### src/rtl/morse_key_receiver_pkg.sv
// Shared definitions for the Morse key receiver.
//   state_t       : receiver FSM state encoding
//   MORSE_MAX_LEN : longest character accepted (symbols)
//   SYM_DOT/DASH  : symbol encoding inside morse_code
//   sat_inc16     : 16-bit saturating increment used by the ms counters
package morse_key_receiver_pkg;

   typedef enum logic [2:0] {
      ST_ARM  = 3'd0,
      ST_IDLE = 3'd1,
      ST_MARK = 3'd2,
      ST_GAP  = 3'd3,
      ST_WGAP = 3'd4
   } state_t;

   localparam int   MORSE_MAX_LEN = 5;
   localparam logic SYM_DOT       = 1'b0;
   localparam logic SYM_DASH      = 1'b1;

   function automatic logic [15:0] sat_inc16(input logic [15:0] v, input logic en);
      if (en && (v != 16'hFFFF)) return v + 16'd1;
      return v;
   endfunction

endpackage

### src/rtl/morse_key_receiver_ms_tick_gen.sv
// Millisecond tick generator.
//   clk  : system clock
//   rst  : asynchronous active-low reset
//   tick : 1-cycle pulse every CLKS_PER_MS clocks
module ms_tick_gen #(
   parameter int CLKS_PER_MS = 1000
) (
   input  logic clk,
   input  logic rst,
   output logic tick
);

   localparam int            CW     = $clog2(CLKS_PER_MS + 1);
   localparam logic [CW-1:0] RELOAD = CW'(CLKS_PER_MS - 1);

   logic [CW-1:0] cnt;

   // Down-counter; terminal count reloads and fires the tick.
   always_ff @(posedge clk or negedge rst) begin
      if (!rst) begin
         cnt  <= RELOAD;
         tick <= 1'b0;
      end else if (cnt == '0) begin
         cnt  <= RELOAD;
         tick <= 1'b1;
      end else begin
         cnt  <= cnt - 1'b1;
         tick <= 1'b0;
      end
   end

endmodule

### src/rtl/morse_key_receiver.sv
// Straight-key Morse receiver: times key marks/spaces into dot/dash symbols,
// assembles characters {morse_code, morse_len} and flags word spaces.
//   clk         : system clock
//   rst         : asynchronous active-low reset
//   key         : raw key, asynchronous, 1 = pressed
//   morse_code  : symbols (1 = dash), newest in bit 0
//   morse_len   : symbol count 1..5
//   code_valid  : pulse, character complete
//   code_err    : pulse, character had more than 5 symbols
//   space_valid : pulse, word gap detected
//   sym_valid   : pulse per accepted symbol
//   sym_dash    : type of last accepted symbol
//   key_active  : filtered key level
//
// state | meaning
// ARM   | after reset, waiting for the key to be released
// IDLE  | no partial character
// MARK  | key pressed, timing the mark
// GAP   | key released inside a character, timing the space
// WGAP  | character emitted, waiting for a word gap
module morse_key_receiver
   import morse_key_receiver_pkg::*;
#(
   parameter int CLKS_PER_MS  = 1000,
   parameter int MIN_PRESS_MS = 20,
   parameter int DASH_MIN_MS  = 200,
   parameter int CHAR_GAP_MS  = 300,
   parameter int WORD_GAP_MS  = 700
) (
   input  logic       clk,
   input  logic       rst,
   input  logic       key,
   output logic [4:0] morse_code,
   output logic [2:0] morse_len,
   output logic       code_valid,
   output logic       code_err,
   output logic       space_valid,
   output logic       sym_valid,
   output logic       sym_dash,
   output logic       key_active
);

   localparam logic [15:0] MIN_P  = 16'(MIN_PRESS_MS);
   localparam logic [15:0] DASH_P = 16'(DASH_MIN_MS);
   localparam logic [15:0] CHAR_P = 16'(CHAR_GAP_MS);
   localparam logic [15:0] WORD_P = 16'(WORD_GAP_MS);
   localparam logic [2:0]  MAX_L  = 3'(MORSE_MAX_LEN);

   logic        tick;
   logic        key_m, key_s;
   state_t      state, ret_state;
   logic [15:0] mark_ms, gap_ms;
   logic [15:0] mark_inc, gap_inc;
   logic [15:0] tick_ms;
   logic [4:0]  code_sr;
   logic [2:0]  len_cnt;
   logic        ovf;
   logic        is_dash;

   ms_tick_gen #(.CLKS_PER_MS(CLKS_PER_MS)) u_tick (
      .clk  (clk),
      .rst  (rst),
      .tick (tick)
   );

   assign mark_inc = sat_inc16(mark_ms, tick);
   assign gap_inc  = sat_inc16(gap_ms, tick);
   assign tick_ms  = {15'd0, tick};
   assign is_dash  = (mark_ms >= DASH_P);

   // The synchronizer resets to "pressed" so a key held through reset keeps
   // ARM waiting until a real release is seen.
   // Counters restart at the current tick so an N ms interval always
   // counts exactly N ticks regardless of tick phase.
   always_ff @(posedge clk or negedge rst) begin
      if (!rst) begin
         key_m       <= 1'b1;
         key_s       <= 1'b1;
         state       <= ST_ARM;
         ret_state   <= ST_IDLE;
         mark_ms     <= '0;
         gap_ms      <= '0;
         code_sr     <= '0;
         len_cnt     <= '0;
         ovf         <= 1'b0;
         morse_code  <= '0;
         morse_len   <= '0;
         code_valid  <= 1'b0;
         code_err    <= 1'b0;
         space_valid <= 1'b0;
         sym_valid   <= 1'b0;
         sym_dash    <= 1'b0;
         key_active  <= 1'b0;
      end else begin
         key_m       <= key;
         key_s       <= key_m;
         code_valid  <= 1'b0;
         code_err    <= 1'b0;
         space_valid <= 1'b0;
         sym_valid   <= 1'b0;
         key_active  <= 1'b0;
         mark_ms     <= mark_inc;
         gap_ms      <= gap_inc;

         case (state)
            ST_ARM: begin
               if (!key_s) state <= ST_IDLE;
            end

            ST_IDLE: begin
               if (key_s) begin
                  ret_state <= ST_IDLE;
                  mark_ms   <= tick_ms;
                  state     <= ST_MARK;
               end
            end

            ST_MARK: begin
               if (key_s) begin
                  key_active <= (mark_inc >= MIN_P);
               end else if (mark_ms < MIN_P) begin
                  // Glitch: gap_ms has kept running underneath.
                  state <= ret_state;
               end else begin
                  sym_valid <= 1'b1;
                  sym_dash  <= is_dash;
                  gap_ms    <= tick_ms;
                  state     <= ST_GAP;
                  if (len_cnt == MAX_L) begin
                     ovf <= 1'b1;
                  end else begin
                     code_sr    <= {code_sr[3:0], is_dash};
                     len_cnt    <= len_cnt + 3'd1;
                     morse_code <= {code_sr[3:0], is_dash};
                     morse_len  <= len_cnt + 3'd1;
                  end
               end
            end

            ST_GAP: begin
               if (gap_inc >= CHAR_P) begin
                  if (ovf) begin
                     code_err <= 1'b1;
                  end else begin
                     code_valid <= 1'b1;
                     morse_code <= code_sr;
                     morse_len  <= len_cnt;
                  end
                  code_sr <= '0;
                  len_cnt <= '0;
                  ovf     <= 1'b0;
                  // A press on the emission cycle opens the next character.
                  if (key_s) begin
                     ret_state <= ST_WGAP;
                     mark_ms   <= tick_ms;
                     state     <= ST_MARK;
                  end else begin
                     state <= ST_WGAP;
                  end
               end else if (key_s) begin
                  ret_state <= ST_GAP;
                  mark_ms   <= tick_ms;
                  state     <= ST_MARK;
               end
            end

            ST_WGAP: begin
               if (gap_inc >= WORD_P) begin
                  space_valid <= 1'b1;
                  if (key_s) begin
                     ret_state <= ST_IDLE;
                     mark_ms   <= tick_ms;
                     state     <= ST_MARK;
                  end else begin
                     state <= ST_IDLE;
                  end
               end else if (key_s) begin
                  ret_state <= ST_WGAP;
                  mark_ms   <= tick_ms;
                  state     <= ST_MARK;
               end
            end

            default: state <= ST_ARM;
         endcase
      end
   end

endmodule

### config.mk
export PLATFORM = sky130hd
export DESIGN_NAME = morse_key_receiver
export DESIGN_NICKNAME = d
export VERILOG_FILES = /design/src/rtl/morse_key_receiver_pkg.sv /design/src/rtl/morse_key_receiver_ms_tick_gen.sv /design/src/rtl/morse_key_receiver.sv
export SDC_FILE = /design/constraint.sdc
export NUM_CORES = 1
export LEC_CHECK = 0
export ABC_CLOCK_PERIOD_IN_PS = 4010
export BUFFER_PORTS_ARGS = -buffer_cell sky130_fd_sc_hd__buf_2
export CAP_MARGIN = 20
export CELL_PAD_IN_SITES_DETAIL_PLACEMENT = 1
export CELL_PAD_IN_SITES_GLOBAL_PLACEMENT = 1
export CORE_MARGIN = 5
export CORE_UTILIZATION = 48
export CTS_CLUSTER_SIZE = 10
export DETAILED_ROUTE_END_ITERATION = 10
export GPL_ROUTABILITY_DRIVEN = 0
export MAX_ROUTING_LAYER = met4
export PLACE_DENSITY = 0.78
export REMOVE_ABC_BUFFERS = 1
export SKIP_CTS_REPAIR_TIMING = 1
export SLEW_MARGIN = 25
export SYNTH_ARGS = -nofsm -noshare
export SYNTH_HDL_FRONTEND = slang
export SYNTH_SLANG_ARGS = --single-unit
### constraint.sdc
create_clock -name clk -period 4.01 [get_ports clk]
set_clock_uncertainty 0.05 [all_clocks]
set_input_delay 0.2005 -clock clk [delete_from_list [all_inputs] [get_ports clk]]
set_output_delay 0.2005 -clock clk [all_outputs]
set_load 0.01 [all_outputs]
; ---- Yosys cells after proc, flatten, opt, wreduce, memory -nomap -nowiden
; Cells that the tools add are included.
; Widths: inputs -> output; s select.
[word_totals]
regBits = 74
in_bits = 3
output_inout_bits = 14
elab_cells = 120
[op_classes]
n_addsub = 4
order_cmp = 5
eq_ne = 15
n_mux = 62
n_bitwise = 2
n_reduce_logical = 13
[op_table]
columns = operator, count
row1 = $mux 16, 9
row2 = $mux 3, 18
row3 = $add 16x1->16 const B, 2
row4 = $ne 16x16->1 const B, 2
row5 = $mux 5, 6
row6 = $mux 1, 20
row7 = $pmux 5 s2, 2
row8 = $ge 16x10->1 const B, 1
row9 = $ge 16x5->1 const B, 1
row10 = $ge 16x8->1 const B, 1
row11 = $ge 16x9->1 const B, 1
row12 = $lt 16x5->1 const B, 1
row13 = $pmux 3 s5, 1
row14 = $ne 2x2->1 const B, 7
row15 = $pmux 3 s2, 2
row16 = $logic_not 10->1, 1
row17 = $mux 10, 1
row18 = $reduce_and 5->1, 2
row19 = $sub 10x1->10 const B, 1
row20 = $pmux 3 s3, 1
row21 = $eq 3x2->1 const B, 2
row22 = $eq 3x3->1 const B, 2
row23 = $reduce_and 6->1, 1
row24 = $reduce_and 2->1, 2
row25 = other kinds (12), 14

; ---- Longest topological paths before layout
[depth]
ltp_word = 7
mapped_depth = 10
depth_no_buf = 8

; ---- Modules after synthesis
; A second synthesis with hierarchy kept.
[hier_totals]
cells_unflattened = 479
area_unflattened_um2 = 4290.4
[modules_own_cells]
columns = mod, n_inst, cells_each, area_per_inst_um2, seq_area_each_um2
row1 = morse_key_receiver, 1, 431, 3743.6, 1580.3
row2 = ms_tick_gen, 1, 48, 546.8, 285.3

; ---- Least setup slack after synthesis
; OpenSTA, ideal clock, no wires.
[synth_timing]
path_type = register to register
start = register gap_ms[0]
end = register len_cnt[0]
setup_ns = 0.125
arrival_time_ns = 2.609
required_time_ns = 3.835
path_slack_ns = 1.226
stages_incl_launch_ff = 10
n_path_buf = 1
synth_period_minus_slack_ns = 2.784
path_cell_list = dfrtp_1 ha_1 clkbuf_1 nand4_1 a2111oi_2 o211ai_1 a22oi_4 nor3b_4 a21oi_4 mux2_4
[synth_between]
elab_chain_cells = 7
word_cells_on_any_way = 9
cone_classes = add/sub (1) / order compare (1) / eq/ne (2) / mux (3) / reduce/logical (2)
[synth_rtl]
columns = item, line_no
row1 = from (decl), morse_key_receiver.sv:52  ; logic [15:0] mark_ms, gap_ms;
row2 = from (signal assigned), morse_key_receiver.sv:103  ; gap_ms <= gap_inc;
row3 = from (signal assigned), morse_key_receiver.sv:127  ; gap_ms <= tick_ms;
row4 = branches (longest 3 deep; another with $add 16x1->16), --
row5 = $mux 16 *, morse_key_receiver_pkg.sv:22  ; return v;
row6 = $ge 16x9->1 *, morse_key_receiver.sv:141  ; if (gap_inc >= CHAR_P) begin
row7 = $ne 2x2->1 (no source line) *, --
row8 = $reduce_and 5->1 (no source line) *, --
row9 = to (signal assigned), morse_key_receiver.sv:133  ; len_cnt <= len_cnt + 3'd1;
row10 = to (decl), morse_key_receiver.sv:56  ; logic [2:0] len_cnt;
; Every way passes the cells marked *. The select of a mux whose other input is x is not followed.
; A chain may end at the register's enable or synchronous reset.

; ---- Worst setup path after layout
; Same ends and word-level chain as after synthesis.

==> metrics <==
crit-path max FO 14; CP Launch Type flop; drt first-iter violations about 110; async set-reset flop share out of synthesis 100.0%; critical path arrival roughly 3.5 ns; max_slew headroom between 40% and 50%; wire length per cell between 15 and 20 um; ys flop type dfrtp_1; antenna cells 0; clock latency on the worst-skew pair 0.35 ns; Final setup viols 0; outcome finished, final reports clean; Seq/Total Area, Yosys 44.03%; crit-path max cell delay between 0.5 and 0.6 ns; first-pass iteration count of the detailed router 4; Post-Synthesis Cell Area between 4000 and 5000 sq um; CP Capture Type flop; grt ovf 0; chip width around 100 um; Core ar. slightly below 9000 sq um; Hold/Removal Path Class reg -> reg; CTS clock-pin slew for the worst setup and hold paths around 0.090 ns; total power between 0.0015 and 0.002 W; initial antenna violation count 0; FP Rows 34; Pwr Density 371.0 nW/um^2; fill count between 1000 and 1500; Total Wirelength about 9.6 mm; max cap viols 0; minimum clock period around 3.3 ns; Max VDD drop ~0.19 mV; Worst R2R Setup Slack between 0.7 and 0.8 ns; number of I/O pins 17; Post-Route Setup TNS 0 ns; overall via count from detail_route 3368; Starting Density around half; P&R area growth vs syn 8.860%; die area 10800 sq um; Port Buffers 16; fin crit share 81.32%; number of global-route vias before repair ~3500; Root Driver clkbuf_8; Setup CP Type reg -> reg; cts bufs inserted 9; Detail Route Antenna Nets 0; LEAKAGE roughly 2.0 nW; final net count 470; yosys warns 0; Seq cells post-synth 74; Vias/cell between 5 and 6; pin count of the biggest net entering global routing 75; number of flops mapped to enable cells by yosys 0; Die Height ~100 um; Worst EP required ~4.2 ns; Mean Syn Cell Area around 9.3 sq um; share of layout cells above drive strength 1 roughly 14%; Tot GR Track Use 19.32%; synth unique cells 72; Fin. Hold Viols 0; TritonCTS Sinks 74; Slew @ Worst Pin between 0.8 and 0.9 ns; CTS tree built; worst-path cell chain ha_1, nand3_1, nor4_1, o21ai_0, a22o_1, a31o_4, a21oi_4, mux2_4; Slew Limit Fails 0; first-pass GRT wire length around 17 mm; CTS H-tree lvls 3; Core Util, Final 53.14%; clk buf depth 2; CP max-delay cell nor4_1; RSZ-0062 raised after global routing no; DRC violations left 0; cell count after synthesis about 460; DP HPWL around 6.6 mm; maximum clock frequency 306.7 MHz
## stage by stage
step | area [sq um] | hold slack, ns | instances | setup WS, ns
6_report | 4612 | 0.3206 | 573 | 0.7492
5_1_grt | 4612 | 0.3319 | 573 | 0.4316
4_1_cts | 4588 | -0.1209 | 571 | 0.7704
3_5_place_dp | 4355 | 0.2568 | 555 | 0.7670
3_3_place_gp | 4355 | 0.2554 | 555 | 0.9382
2_1_floorplan | 4123 | -0.1451 | 429 | 1.240
## final cells by class
cell class / count / area, sq um / share of cell area [%]
clock buffer: 10 / 137.6 / 2.984
tap: 108 / 135.1 / 2.930
sequential: 74 / 1866 / 40.45
timing repair buffer: 20 / 121.4 / 2.632
multi-input combinational: 331 / 2167 / 46.99
clock inverter: 6 / 95.09 / 2.062
inverter: 24 / 90.09 / 1.953
## worst paths after layout
check / start / endpoint / cells past startpoint
setup / recovery: gap_ms[0] / len_cnt[0] / 8
hold / removal: key_m / key_s / 0
setup reg to reg: gap_ms[0] / len_cnt[0] / 8
hold reg to reg: key_m / key_s / 0
max in group asynchronous: rst / key_active / 2
min in group asynchronous: rst / gap_ms[13] / 2
## report_power, final
group          leakage [nW]  switching, W  internal, W  total, W
clock network         0.118      0.000303     0.000375  0.000678
registers             0.975     0.0000337     0.000775  0.000809
logic                 0.920      0.000146    0.0000780  0.000224
## Yosys cell counts (2+ instances only)
cell,number,area (sq um)
dfrtp_1,63,1577
nor2_1,52,195.2
nand2_1,36,135.1
nand3_1,27,135.1
inv_1,24,90.09
xor2_1,20,175.2
clkbuf_1,19,71.32
xnor2_1,18,157.7
o21ai_0,15,75.07
a21oi_1,14,70.07
nand4_1,12,75.07
dfstp_2,11,289.0
nor3_1,10,50.05
nor4_1,9,56.30
ha_1,7,87.58
a2bb2oi_1,6,52.55
and3_1,6,37.54
o21a_1,6,45.04
o22ai_1,6,37.54
or3_1,6,37.54
o31ai_1,5,37.54
a31oi_1,4,25.02
mux2i_1,4,40.04
nand3b_1,4,30.03
o21ai_2,4,35.03
a211oi_1,3,22.52
and2_1,3,18.77
and4_1,3,26.28
buf_1,3,11.26
buf_2,3,15.01
nand2b_1,3,18.77
nand4b_1,3,26.28
nor2b_1,3,18.77
a211o_1,2,17.52
a21o_1,2,15.01
a31o_2,2,17.52
o2111ai_1,2,17.52
or4_4,2,22.52
## worst max-delay path, delay by kind of cell (launching register included)
family	cells	cell delay (ns)
compound gates	4	1.24
simple gates	2	0.70
flops	1	0.45
fa+ha+maj	1	0.37
mux	1	0.34
## sequential cells by signal (all words and copies together), names as in the netlist, 5 cells and up
signal and count:
morse_code 5, code_sr 5, u_tick.cnt 10, gap_ms 16, mark_ms 16
## metal layers
layer	vias up	track usage, %	wire length (um)
met5	-	-	0
met4	0	6.105	62
met3	4	2.421	200
met2	30	30.97	4793
met1	1701	25.61	4528
li1	1633	-	-
## layout by cell type, fill, tap and decap left out, types with 4 or more instances in the layout
| cell type | synthesis | final |
|---|---|---|
| clkbuf_8 | 0 | 10 |
| dfstp_2 | 11 | 11 |
| nor3_1 | 10 | 10 |
| inv_1 | 24 | 24 |
| nor2_1 | 52 | 52 |
| xnor2_1 | 18 | 18 |
| xor2_1 | 20 | 20 |
| nand3_1 | 27 | 27 |
| ha_1 | 7 | 7 |
| o21ai_2 | 4 | 4 |
| nand2_1 | 36 | 36 |
| dfrtp_1 | 63 | 63 |
| a2bb2oi_1 | 6 | 6 |
| or3_1 | 6 | 6 |
| nand4_1 | 12 | 12 |
| nor4_1 | 9 | 9 |
| buf_2 | 3 | 15 |
| and3_1 | 6 | 6 |
| mux2i_1 | 4 | 4 |
| a21oi_1 | 14 | 14 |
| a31oi_1 | 4 | 4 |
| o31ai_1 | 5 | 5 |
| o22ai_1 | 6 | 6 |
| nand3b_1 | 4 | 4 |
| o21a_1 | 6 | 6 |
| o21ai_0 | 15 | 15 |
## cells by family (layout without fill, tap and decap cells)
family | after synthesis | after routing | synth area share (%)
mux | 6 | 6 | 1.565
fa+ha+maj | 7 | 7 | 2.067
xor+xnor | 38 | 38 | 7.856
flops | 74 | 74 | 44.03
compound gates | 92 | 92 | 16.48
buf+inv | 51 | 60 | 4.814
simple gates | 188 | 188 | 23.18
Note: power is estimated with default switching activity, not from simulation.
